[config.mk]
export PLATFORM = sky130hd
export DESIGN_NAME = alu_writeback_stage
export DESIGN_NICKNAME = d
export VERILOG_FILES = /design/src/rtl/alu_writeback_stage.sv
export SDC_FILE = /design/constraint.sdc
export NUM_CORES = 1
export LEC_CHECK = 0
export ABC_AREA = 1
export BUFFER_PORTS_ARGS = -buffer_cell sky130_fd_sc_hd__buf_2
export CORE_MARGIN = 3
export CORE_UTILIZATION = 45
export CTS_BUF_LIST = sky130_fd_sc_hd__clkbuf_4 sky130_fd_sc_hd__clkbuf_8
export DETAILED_ROUTE_END_ITERATION = 6
export PLACE_DENSITY = 0.81
export SETUP_SLACK_MARGIN = 0.15
export SLEW_MARGIN = 20
export SYNTH_ARGS = -nofsm -noshare
export SYNTH_HDL_FRONTEND = slang
export SYNTH_SLANG_ARGS = --single-unit
[constraint.sdc]
create_clock -name clk -period 1.5 [get_ports clk]
set_clock_uncertainty 0.2 [all_clocks]
set_input_delay 0.075 -clock clk [delete_from_list [all_inputs] [get_ports clk]]
set_output_delay 0.075 -clock clk [all_outputs]
set_load 0.1 [all_outputs]
[src/rtl/alu_writeback_stage.sv]
// ALU writeback stage: flag register plus a small FIFO of pending register-file writes.
// Optional 2-entry skid buffer enabled by `define ALU_WB_SKID_BUFFER_EN (default: 1 entry).

package CPU_package;
    localparam int DATA_WIDTH = 16;

    typedef struct packed {
        logic overflow_flag;
        logic negative_flag;
        logic zero_flag;
        logic carry_flag;
    } struct_alu_flag_t;
endpackage

module alu_writeback_stage #(
    parameter int DATA_WIDTH     = CPU_package::DATA_WIDTH,
    parameter int REG_ADDR_WIDTH = 3
) (
    input  logic                               clk,
    input  logic                               rst,
    input  logic                               in_valid,
    output logic                               in_ready,
    input  logic [DATA_WIDTH-1:0]              in_result,
    input  CPU_package::struct_alu_flag_t      in_flags,
    input  logic [REG_ADDR_WIDTH-1:0]          in_dest,
    input  logic                               in_reg_we,
    input  logic                               in_flag_we,
    input  logic                               flush,
    output logic                               rf_wr_en,
    output logic [REG_ADDR_WIDTH-1:0]          rf_wr_addr,
    output logic [DATA_WIDTH-1:0]              rf_wr_data,
    input  logic                               rf_wr_ready,
    output CPU_package::struct_alu_flag_t      flags_q,
    output logic                               carry_to_alu,
    output logic [1:0]                         occupancy
);

`ifdef ALU_WB_SKID_BUFFER_EN
    localparam int OCC_W = 2;
`else
    localparam int OCC_W = 1;
`endif

    logic [OCC_W-1:0]               occ_q, occ_d;
    logic [REG_ADDR_WIDTH-1:0]      head_addr_q, head_addr_d;
    logic [DATA_WIDTH-1:0]          head_data_q, head_data_d;
    CPU_package::struct_alu_flag_t  flags_d;
`ifdef ALU_WB_SKID_BUFFER_EN
    logic [REG_ADDR_WIDTH-1:0]      tail_addr_q, tail_addr_d;
    logic [DATA_WIDTH-1:0]          tail_data_q, tail_data_d;
`endif

    logic accept;
    logic push;
    logic pop;

    // in_ready never depends on in_valid, so accept has no loop through the ALU.
`ifdef ALU_WB_SKID_BUFFER_EN
    assign in_ready  = (occ_q != 2'd2);
    assign occupancy = occ_q;
`else
    assign in_ready  = (occ_q == 1'b0) || rf_wr_ready;
    assign occupancy = {1'b0, occ_q};
`endif

    assign accept       = in_valid && in_ready && !flush;
    assign push         = accept && in_reg_we;
    assign rf_wr_en     = (occ_q != '0);
    assign pop          = rf_wr_en && rf_wr_ready;
    assign rf_wr_addr   = head_addr_q;
    assign rf_wr_data   = head_data_q;
    assign carry_to_alu = flags_q.carry_flag;

    always_comb begin
        // NOTE: every signal driven here gets a default first, so no path leaves it unassigned and no latch is inferred.
        occ_d       = occ_q;
        head_addr_d = head_addr_q;
        head_data_d = head_data_q;
        flags_d     = flags_q;
`ifdef ALU_WB_SKID_BUFFER_EN
        tail_addr_d = tail_addr_q;
        tail_data_d = tail_data_q;
`endif

        // Flags commit at acceptance so a chained op sees the new carry immediately.
        if (accept && in_flag_we) begin
            flags_d = in_flags;
        end

        if (flush) begin
            occ_d = '0;
        end else begin
`ifdef ALU_WB_SKID_BUFFER_EN
            unique case ({push, pop})
                2'b10: begin
                    if (occ_q == 2'd0) begin
                        head_addr_d = in_dest;
                        head_data_d = in_result;
                    end else begin
                        tail_addr_d = in_dest;
                        tail_data_d = in_result;
                    end
                    occ_d = occ_q + 2'd1;
                end
                2'b01: begin
                    head_addr_d = tail_addr_q;
                    head_data_d = tail_data_q;
                    occ_d       = occ_q - 2'd1;
                end
                2'b11: begin
                    if (occ_q == 2'd1) begin
                        head_addr_d = in_dest;
                        head_data_d = in_result;
                    end else begin
                        head_addr_d = tail_addr_q;
                        head_data_d = tail_data_q;
                        tail_addr_d = in_dest;
                        tail_data_d = in_result;
                    end
                end
                default: ;
            endcase
`else
            if (push) begin
                head_addr_d = in_dest;
                head_data_d = in_result;
                occ_d       = 1'b1;
            end else if (pop) begin
                occ_d = 1'b0;
            end
`endif
        end
    end

    always_ff @(posedge clk or posedge rst) begin
        if (rst) begin
            // NOTE: buffer payload registers are reset too, because the write port must read zero out of reset.
            occ_q       <= '0;
            head_addr_q <= '0;
            head_data_q <= '0;
            flags_q     <= '0;
`ifdef ALU_WB_SKID_BUFFER_EN
            tail_addr_q <= '0;
            tail_data_q <= '0;
`endif
        end else begin
            // NOTE: non-blocking assignments so every flop samples pre-edge values regardless of statement order.
            occ_q       <= occ_d;
            head_addr_q <= head_addr_d;
            head_data_q <= head_data_d;
            flags_q     <= flags_d;
`ifdef ALU_WB_SKID_BUFFER_EN
            tail_addr_q <= tail_addr_d;
            tail_data_q <= tail_data_d;
`endif
        end
    end

endmodule

==> results of run 1 <==
area by class of cell:
class                           count  area share
Tap cell                           27     0.01818
Clock buffer                        4     0.01953
Timing Repair Buffer               92      0.3852
Multi-Input combinational cell     78      0.2451
Sequential cell                    24      0.3259
Inverter                            3    0.006061
critical path, delay by kind of cell, from the launching register on:
kind / cells / cell delay, ns
and+or+nand+nor: 1 / 0.12
buffers and inverters: 1 / 0.18
DFF: 1 / 0.54
cell families after synthesis:
group / Yosys count
simple gates: 73
other cells: 1
compound gates: 1
buf+inv: 14
flops: 24
state kept, by name, summed over array words and instances (netlist names):
signal / count
rf_wr_en: 1
flags_q: 3
rf_wr_data: 16
rf_wr_addr: 3
carry_to_alu: 1
how the worst max path moves through the flow:
stage              from             end  slack (ns)
6_report       rf_wr_en        in_ready        0.05
5_1_grt        rf_wr_en        in_ready        0.02
4_1_cts        rf_wr_en        in_ready        0.07
3_5_place_dp   rf_wr_en  rf_wr_data[10]        0.09
3_3_place_gp   rf_wr_en   rf_wr_addr[1]        0.13
2_1_floorplan  rf_wr_en   rf_wr_addr[2]         0.1
power by group:
group          total (W)  switching (W)  internal, W  leakage [nW]
sequential      0.000836      0.0000805     0.000755         0.296
clock           0.000358       0.000209     0.000149        0.0210
combinational    0.00139        0.00109     0.000298         0.655
stage by stage:
stage | std cells | utilization
after floorplan | 113 | -
after global placement | 188 | 0.6472
after detailed placement | 188 | 0.6472
after CTS | 223 | 0.8407
after global routing | 228 | 0.8924
final | 228 | 0.8924
per-layer routing:
layer,global-route usage,vias up
li1,-,557
met1,0.3120,611
met2,0.4661,95
met3,0.04087,15
met4,0.08714,0
met5,0,-
timing repair:
item	CTS	global route
resized for setup	26	13
endpoints found under the setup margin	46	27
pin swaps	1	2
hold buffers	26	0
buffers inserted	4	3
gates cloned	1	2
endpoints found under the hold margin	48	0
layout by cell type, fill, tap and decap left out, drive strengths merged:
cell type     n
buf          66
clkbuf        4
conb          1
dfrtp        24
dlygate4sd3  26
inv           3
nand2        48
nand3         4
nand4        23
nor2          1
o21ai         1
==> results.md, run 1 <==
- Mux share of post-synthesis cell area: 0
- Post-route cell area: about 1900 um2
- HP Class: input port to flop
- Area of the multi-input gates: 455.4 um2
- Sequential area share after synthesis: 0.5680
- Synth Area in Adders: 0
- Outcome: finished clean
- Ys Warns: 0
- Cell taking the most area after synthesis: dfrtp_1
- DR vias/cell: ~5.6
- Arrival time at the worst endpoint: approximately 1.2 ns
- Placed Area: approximately 1300 um2
- Post-synthesis register bit count: 24
- Final period utilization: 0.9685
- Most frequent cell after synthesis: nand2_1
- Remaining antenna violation count: 0
- Hold Crit Depth: 3
- CP endpoint kind: output pin
- Post-synthesis compound-gate area fraction: 0.004734
- WS Path Type: flop to output pin
- NumNets Final: approximately 230
- Total power: roughly 0.0026 W
- Pre-CTS WS: 0.08632 ns
- Worst r2r dst: rf_wr_data[14]
- First-pass GRT wire length: roughly 5.3 mm
- Fin worst setup slack: 0.04726 ns
- Max-slew violation count: 0
- H-tree lvl count: 1
- Synth-to-Final Area Change: 75.74%
- Max Cap Violations: 0
- GRT Residual Overflow: 0
- Post-route minimum period: ~1.5 ns
- Top post-synthesis cells by area: dfrtp_1 (57%), nand2_1 (16%), nand4_1 (14%)
- R2R Path Start: rf_wr_en
- Netlist Area Pre-Place: between 1000 and 1500 um2
- First DRT Iteration DRCs: 58
- Met2 WL: ~2.2 mm
- Largest net degree at the start of global routing: 21
- FF-to-FF setup slack: ~0.11 ns
- Worst hold margin: 0.03029 ns
- Clock transition at path regs: roughly 0.14 ns
- Cells after Synth: 113
- Starting Density: 0.5078
- Mapped Nets: between 100 and 150
- Power density cells: between 1000 and 1500 nW/um2
- Routability cong.: between 0.8 and 0.9
- Crit path launch type: flop
- Worst VDD drop: about 0.0012 V
- Distinct cells, synth: 13
- Met3 WL: between 400 and 500 um
- Register Area: around 610 um2
- Synth Area per Inst: 9.356 um2
- Worst-Skew Late Latency: roughly 0.33 ns
- M1 wire length: approximately 1.4 mm
- Initial antenna violation count: 0
- Hold Path Origin: in_reg_we
- Ant. Diodes: 0
- Deepest clock path buffer count: 2
- Max layer used: met4
- Routed WL: 4.226 mm
- Synth top area share: 0.5680
- Final HPWL DP: just under 2 mm
- Share of layout cells above drive strength 1: 0.4279
- Via count: around 1300
- Least-Margin Pin Slew: 0.5222 ns
- Asr flop ratio synth: 1.000
- I/O Buffers: 56
- Root Buffer: clkbuf_4
- Main combinational cell family by area after synthesis: simple AND/OR/NAND/NOR gates
- Rows: 16
- First-pass DRT Iterations: 4
- Synth Area in Simple Gates: 0.3302
- Slowest stage delay, CP: 0.54 ns
- CTS tree: yes
- Num CTS Buffers: 3
- Crit-path max FO: 6
- Hold path endpoint: rf_wr_data[0]
- RSZ-0062 raised after global routing: true
- WP data required: about 1.2 ns
- R2r worst-path depth: 5
- Commonest cells post-synth: nand2_1 (46), dfrtp_1 (24), nand4_1 (23)
- CORE AREA: between 2000 and 2500 um2
- Max Clk Rate: between 600 and 700 MHz
- Drt wl/cell: between 15 and 20 um
- Overall Global Routing Usage: 0.2594
- Die ar.: around 3000 um2
- Hold Fails Final Rpt: 0
- Number of fill cells in the layout: 93
- Sink Count: 24
- CP max stage cell: dfrtp_4
- Number of global-route vias before repair: between 1000 and 1500
- CP cell instances: nand2_8, buf_12
- Setup tns final: 0 ns
- Leak: roughly 0.97 nW
- Count of flip-flops with a built-in enable after synthesis: 0
- Post-Synth XOR/XNOR Area: 0
- # IOs: 58
- Top FF cell, synth: dfrtp_1
- # DRC: 0
- Die width: around 54 um
- # setup viols final: 0
- Die Span Y: about 54 um
- Slew HR: 0.6515
Power figures use the tool's default switching activity.
==> run 2, diff against run 1 <==
==> constraint.sdc (replaced) <==
create_clock -name clk -period 1.5 [get_ports clk]
set_clock_uncertainty 0.2 [all_clocks]
set_input_delay 0 -clock clk [delete_from_list [all_inputs] [get_ports clk]]
set_output_delay 0 -clock clk [all_outputs]
set_load 0.1 [all_outputs]
==> results.md, run 2 (synthesis gave the netlist of run 1 again) <==
- Arrival time at the worst endpoint: 1.17 ns (about the same)
- # IOs: 58 (unchanged)
- Drt wl/cell: 15.32 um (-17%)
- WP data required: 1.30 ns (+0.08 ns)
- Share of layout cells above drive strength 1: 0.3776 (-0.05031)
- Worst hold margin: -0.3137 ns (-0.3440 ns)
- Routability cong.: 0.8064 (-1.4%)
- Crit path launch type: flop
- Clock transition at path regs: 0.13 ns (about the same)
- Commonest non-fill, non-tap cell in the layout: nand2_1
- R2R Path Start: rf_wr_en
- Worst VDD drop: 0.001191 V (+0.34%)
- GRT Residual Overflow: 0 (unchanged)
- FF-to-FF setup slack: 0.14 ns (+0.03 ns)
- # DRC: 0 (unchanged)
- First-pass DRT Iterations: 4 (unchanged)
- Largest net degree at the start of global routing: 28 (+33%)
- Max FFs per register: 16 (unchanged)
- Rows: 16 (unchanged)
- Number of global-route vias before repair: 1122 (-3.7%)
- Max Cap Violations: 0 (unchanged)
- Hold Fails Final Rpt: 23 (+23)
- Sink Count: 24 (unchanged)
- RSZ-0062 raised after global routing: true
- Max-slew violation count: 0 (unchanged)
- Post-route minimum period: 1.371 ns (-0.08186 ns)
- Final HPWL DP: 1.918 mm (-0.69%)
- Failing checks: hold timing
- Synth-to-Final Area Change: 64.73%
- Hold Crit Depth: 2 (-1)
- Hold Path Origin: flush
- Initial antenna violation count: 0 (unchanged)
- CTS tree: yes
- Setup tns final: 0 ns (unchanged)
- Die ar.: 2967 um2 (unchanged)
- # setup viols final: 0 (unchanged)
- Root Buffer: clkbuf_4
- Number of fill cells in the layout: 119 (+28%)
- Fin util: 0.8365 (-0.05589)
- Remaining antenna violation count: 0 (unchanged)
- CORE AREA: 2082 um2 (unchanged)
- Total power: 0.002476 W (-4.2%)
- Num CTS Buffers: 3 (unchanged)
- Worst-Skew Late Latency: 0.31 ns (-0.02 ns)
- Outcome: complete, but fails checks
- First-pass GRT wire length: 4.864 mm (-8.8%)
- Most frequent cells in the layout: nand2_1 (45), buf_2 (39), dlygate4sd3_1 (26)
- CP endpoint kind: output pin
- Hold-fix buffers at CTS: 26 (unchanged)
- WS Path Type: flop to output pin
- Crit-path max FO: 6 (unchanged)
- Die Span Y: 54.47 um (unchanged)
- H-tree lvl count: 1 (unchanged)
- Overall Global Routing Usage: 0.2259 (-0.03349)
- First DRT Iteration DRCs: 39 (-33%)
- Hold path endpoint: rf_wr_en
- R2r worst-path depth: 4 (-1)
- Max Clk Rate: 729.5 MHz (+6.0%)
- Via count: 1190 (-6.9%)
- Ant. Diodes: 0 (unchanged)
- Final period utilization: 0.9139 (-0.05458)
- Starting Density: 0.5078 (unchanged)
- Die width: 54.47 um (unchanged)
- Power density cells: 1421 nW/um2 (+2.2%)
- DR vias/cell: 5.336 (-4.8%)
- I/O Buffers: 56 (unchanged)
- Deepest clock path buffer count: 2 (unchanged)
- NumNets Final: 227 (-2.2%)
- HP Class: input port to flop
- Routed WL: 3.417 mm (-19%)
- Worst r2r dst: flags_q[2]
- Leak: 0.9355 nW (-3.7%)
-- run 2: power breakdown --
group / switching [W] / leakage [nW] / total, W / internal (W)
clock: 0.000199 / 0.0210 / 0.000347 / 0.000148
combinational: 0.00107 / 0.619 / 0.00131 / 0.000244
sequential: 0.0000632 / 0.296 / 0.000818 / 0.000755
-- run 2: what timing repair did --
action,4_1_cts,5_1_grt
pin swaps,0,1
endpoints found under the setup margin,23,41
endpoints found under the hold margin,48,19
gates cloned,0,3
resized for setup,0,18
setup buffers,0,3
-- run 2: worst max path at each step --
stage | endpoint | slack [ns] | start
2_1_floorplan | rf_wr_addr[2] | 0.1 | rf_wr_en
3_3_place_gp | rf_wr_addr[1] | 0.13 | rf_wr_en
3_5_place_dp | rf_wr_addr[2] | 0.09 | rf_wr_en
4_1_cts | in_ready | 0.07 | rf_wr_en
5_1_grt | flags_q[3] | 0.09 | rf_wr_en
6_report | in_ready | 0.13 | rf_wr_en
-- run 2: metal layers --
layer,track usage,vias to the layer above,part of all wire
li1,-,547,-
met1,0.2705,567,0.36
met2,0.4044,70,0.54
met3,0.03815,6,0.097
met4,0.07884,0,0.0073
met5,0,-,0
-- run 2: layout make-up --
class	count	area [um2]	share of cell area
timing repair buffer	87	633.1	0.3635
sequential	24	605.6	0.3477
multi-input combinational	78	421.7	0.2421
clock buffer	4	36.28	0.02083
tap	27	33.78	0.01940
inverter	3	11.26	0.006466
-- run 2: critical path, stage by stage, from the launching register on --
cell and delay (ns):
dfrtp_4 0.55, nand2_8 0.13, buf_12 0.18
-- run 2: through the flow --
stage / std cells / instance area, um2 / setup slack (ns)
floorplan: 113 / 1096 / 0.09666
global placement: 187 / 1340 / 0.1272
detailed placement: 187 / 1340 / 0.08673
CTS: 217 / 1637 / 0.06531
global route: 223 / 1742 / 0.08708
finish: 223 / 1742 / 0.1291
==> run 3, diff against run 2 <==
ABC_AREA = not set   (was 1)
==> results.md, run 3 <==
- Crit path launch type: flop
- Drt wl/cell: 16.45 um (+7.3%)
- Clock transition at path regs: 0.13 ns (about the same)
- GRT Residual Overflow: 0 (unchanged)
- Sequential area share after synthesis: 0.5804 (+0.01236)
- Cell taking the most area after synthesis: dfrtp_1
- Arrival time at the worst endpoint: 1.56 ns (+0.39 ns)
- CP endpoint kind: flop
- Crit path buf inv count: 1 (unchanged)
- Fin util: 0.8629 (+0.02633)
- CP max stage cell: dfrtp_4
- Max Clk Rate: 644.4 MHz (-12%)
- Cells after Synth: 58 (-49%)
- R2R Path Start: rf_wr_en
- H-tree lvl count: 1 (unchanged)
- Synth Area per Inst: 17.84 um2 (+91%)
- CTS tree: yes
- # DRC: 0 (unchanged)
- # IOs: 58 (unchanged)
- Netlist Area Pre-Place: 1035 um2 (-2.1%)
- Hold Fails Final Rpt: 1 (-96%)
- CORE AREA: 2062 um2 (-0.96%)
- Placed Area: 1366 um2 (+2.0%)
- Least-Margin Pin Slew: approximately 0.51 ns
- Die ar.: 2911 um2 (-1.9%)
- DR vias/cell: 4.746 (-11%)
- CP Capture Point: rf_wr_data[0]
- First DRT Iteration DRCs: 7 (-82%)
- Remaining antenna violation count: 0 (unchanged)
- Post-synthesis register bit count: 24 (unchanged)
- Sink Count: 24 (unchanged)
- Overall Global Routing Usage: 0.2021 (-0.02377)
- Largest net degree at the start of global routing: 20 (-29%)
- Worst hold margin: -0.06985 ns (+0.2438 ns)
- Register Area: 605.6 um2 (unchanged)
- Max layer used: met4
- # setup viols final: 20 (+20)
- Hold-fix buffers at CTS: 28 (+7.7%)
- First-pass DRT Iterations: 4 (unchanged)
- Synth-to-Final Area Change: 71.95%
- Number of fill cells in the layout: 82 (-31%)
- CP cell instances: nand2b_4, nand4b_4, buf_12, mux2_4
- Worst VDD drop: 0.001306 V (+9.6%)
- Power density cells: 1577 nW/um2 (+11%)
- RSZ-0062 raised after global routing: true
- Ant. Diodes: 0 (unchanged)
- Met2 WL: 1.512 mm (-18%)
- Top post-synthesis cells by area: dfrtp_1 (58%), mux2_4 (28%), mux2_2 (4.4%)
- Worst path depth: 4 (+2)
- Slowest stage delay, CP: 0.52 ns (-0.03 ns)
- WS Path Type: flop to flop
- Number of global-route vias before repair: 833 (-26%)
- Met3 WL: 206 um (-38%)
- Hold Path Origin: rf_wr_ready
- Failing checks: hold timing, setup timing
- Max FFs per register: 16 (unchanged)
- WP data required: 1.51 ns (+0.21 ns)
- Synth top area share: 0.5804 (+0.01236)
- Rows: 16 (unchanged)
- First-pass GRT wire length: 4.008 mm (-18%)
- Die width: 53.95 um (-0.95%)
- R2r worst-path depth: 4 (unchanged)
- Family with the most delay on the worst path: flip-flops
- Commonest cells post-synth: dfrtp_1 (24), mux2_4 (19), mux2_2 (4)
- Commonest non-fill, non-tap cell in the layout: buf_2
- Most frequent cells in the layout: buf_2 (31), dlygate4sd3_1 (28), clkbuf_4 (25)
- Outcome: complete, but fails checks
- FF-to-FF setup slack: -0.05 ns (-0.19 ns)
- Worst r2r dst: rf_wr_data[0]
- NumNets Final: 177 (-22%)
- Starting Density: 0.5018 (-0.005992)
- HP Class: input port to flop
- Root Buffer: clkbuf_4
- Leak: 0.9247 nW (-1.2%)
- Fin worst setup slack: -0.05186 ns (-0.1810 ns)
- Share of layout cells above drive strength 1: 0.6301 (+0.2526)
- Deepest clock path buffer count: 2 (unchanged)
- Via count: 821 (-31%)
- Mapped Nets: 88 (-38%)
- Post-route cell area: 1779 um2 (+2.2%)
- Crit-path max FO: 19 (+13)
- Top FF cell, synth: dfrtp_1
- Most frequent cell after synthesis: dfrtp_1
- Distinct cells, synth: 11 (-2)
- Max Cap Violations: 0 (unchanged)
- Die Span Y: 53.95 um (-0.95%)
- Final period utilization: 1.035 (+0.1207)
- Num CTS Buffers: 3 (unchanged)
- Count of flip-flops with a built-in enable after synthesis: 0 (unchanged)
- CP startpoint: rf_wr_en
- Routability cong.: 0.7960 (-1.3%)
- Ys Warns: 0 (unchanged)
- Area of the multi-input gates: 385.4 um2 (-8.6%)
- Routed WL: 2.845 mm (-17%)
- Slew HR: 0.6595
- Initial antenna violation count: 0 (unchanged)
- Asr flop ratio synth: 1.000 (unchanged)
- I/O Buffers: 56 (unchanged)
- Max-slew violation count: 0 (unchanged)
- Post-route minimum period: 1.552 ns (+0.1810 ns)
- M1 wire length: 1.047 mm (-14%)
- Worst-Skew Late Latency: 0.31 ns (about the same)
==> run 3: how the worst min path moves through the flow <==
stage                    endpoint  slack [ns]  depth (start not counted)
global placement    rf_wr_data[7]       -0.17                          2
CTS                      rf_wr_en       -0.08                          4
floorplan              flags_q[1]       -0.19                          1
finish                   rf_wr_en       -0.07                          4
global route             rf_wr_en       -0.06                          4
detailed placement     flags_q[2]       -0.15                          2
==> run 3: area by class of cell <==
class	count	share of cell area
Timing Repair Buffer	89	0.4015
Inverter	1	0.002110
Clock buffer	4	0.02039
Sequential cell	24	0.3404
Tap cell	27	0.01899
Multi-Input combinational cell	28	0.2166
==> run 3: worst reg2reg max path, stage by stage (launching register included) <==
cell,delay (ns)
dfrtp_4,0.52
nand2b_4,0.10
nand4b_4,0.12
buf_12,0.19
mux2_4,0.33
==> run 3: per-stage QoR <==
stage | setup TNS (ns) | cells | worst slack [ns] | hold WS [ns] | total power (W)
6_report | -0.7520 | 173 | -0.05186 | -0.06985 | 0.002806
5_1_grt | -1.627 | 173 | -0.09197 | -0.06487 | 0.002909
4_1_cts | -0.3601 | 172 | -0.03679 | -0.07789 | 0.002735
3_5_place_dp | -0.06702 | 140 | -0.01813 | -0.1508 | 0.002333
3_3_place_gp | 0 | 140 | 0.01910 | -0.1662 | 0.002312
2_1_floorplan | -8.557 | 58 | -0.3764 | -0.1854 | 0.002107
==> run 3: logic make-up (layout without fill, tap and decap cells) <==
group,Yosys count,in the layout,share of synthesized area
AOI/OAI and AO/OA,1,1,0.004832
DFF,24,24,0.5804
other,1,1,0.003624
and+or+nand+nor,3,3,0.04474
buffers and inverters,6,94,0.04715
muxes,23,23,0.3192
==> run 3: per-layer routing <==
layer,up-vias,global-route usage
li1,375,-
met1,397,0.2135
met2,41,0.3851
met3,8,0.03047
met4,0,0.09362
met5,-,0
==> run 3: report_power, final <==
| group | internal (W) | switching (W) |
|---|---|---|
| Sequential | 0.000777 | 0.0000818 |
| Clock | 0.000148 | 0.000186 |
| Combinational | 0.000410 | 0.00120 |
| Total | 0.00134 | 0.00147 |
==> run 3: what timing repair did <==
item | in CTS | in global routing
pin swaps | 1 | 0
gates resized for setup | 8 | 23
buffers inserted | 0 | 1
setup endpoints to repair | 26 | 48
endpoints found under the hold margin | 48 | 1
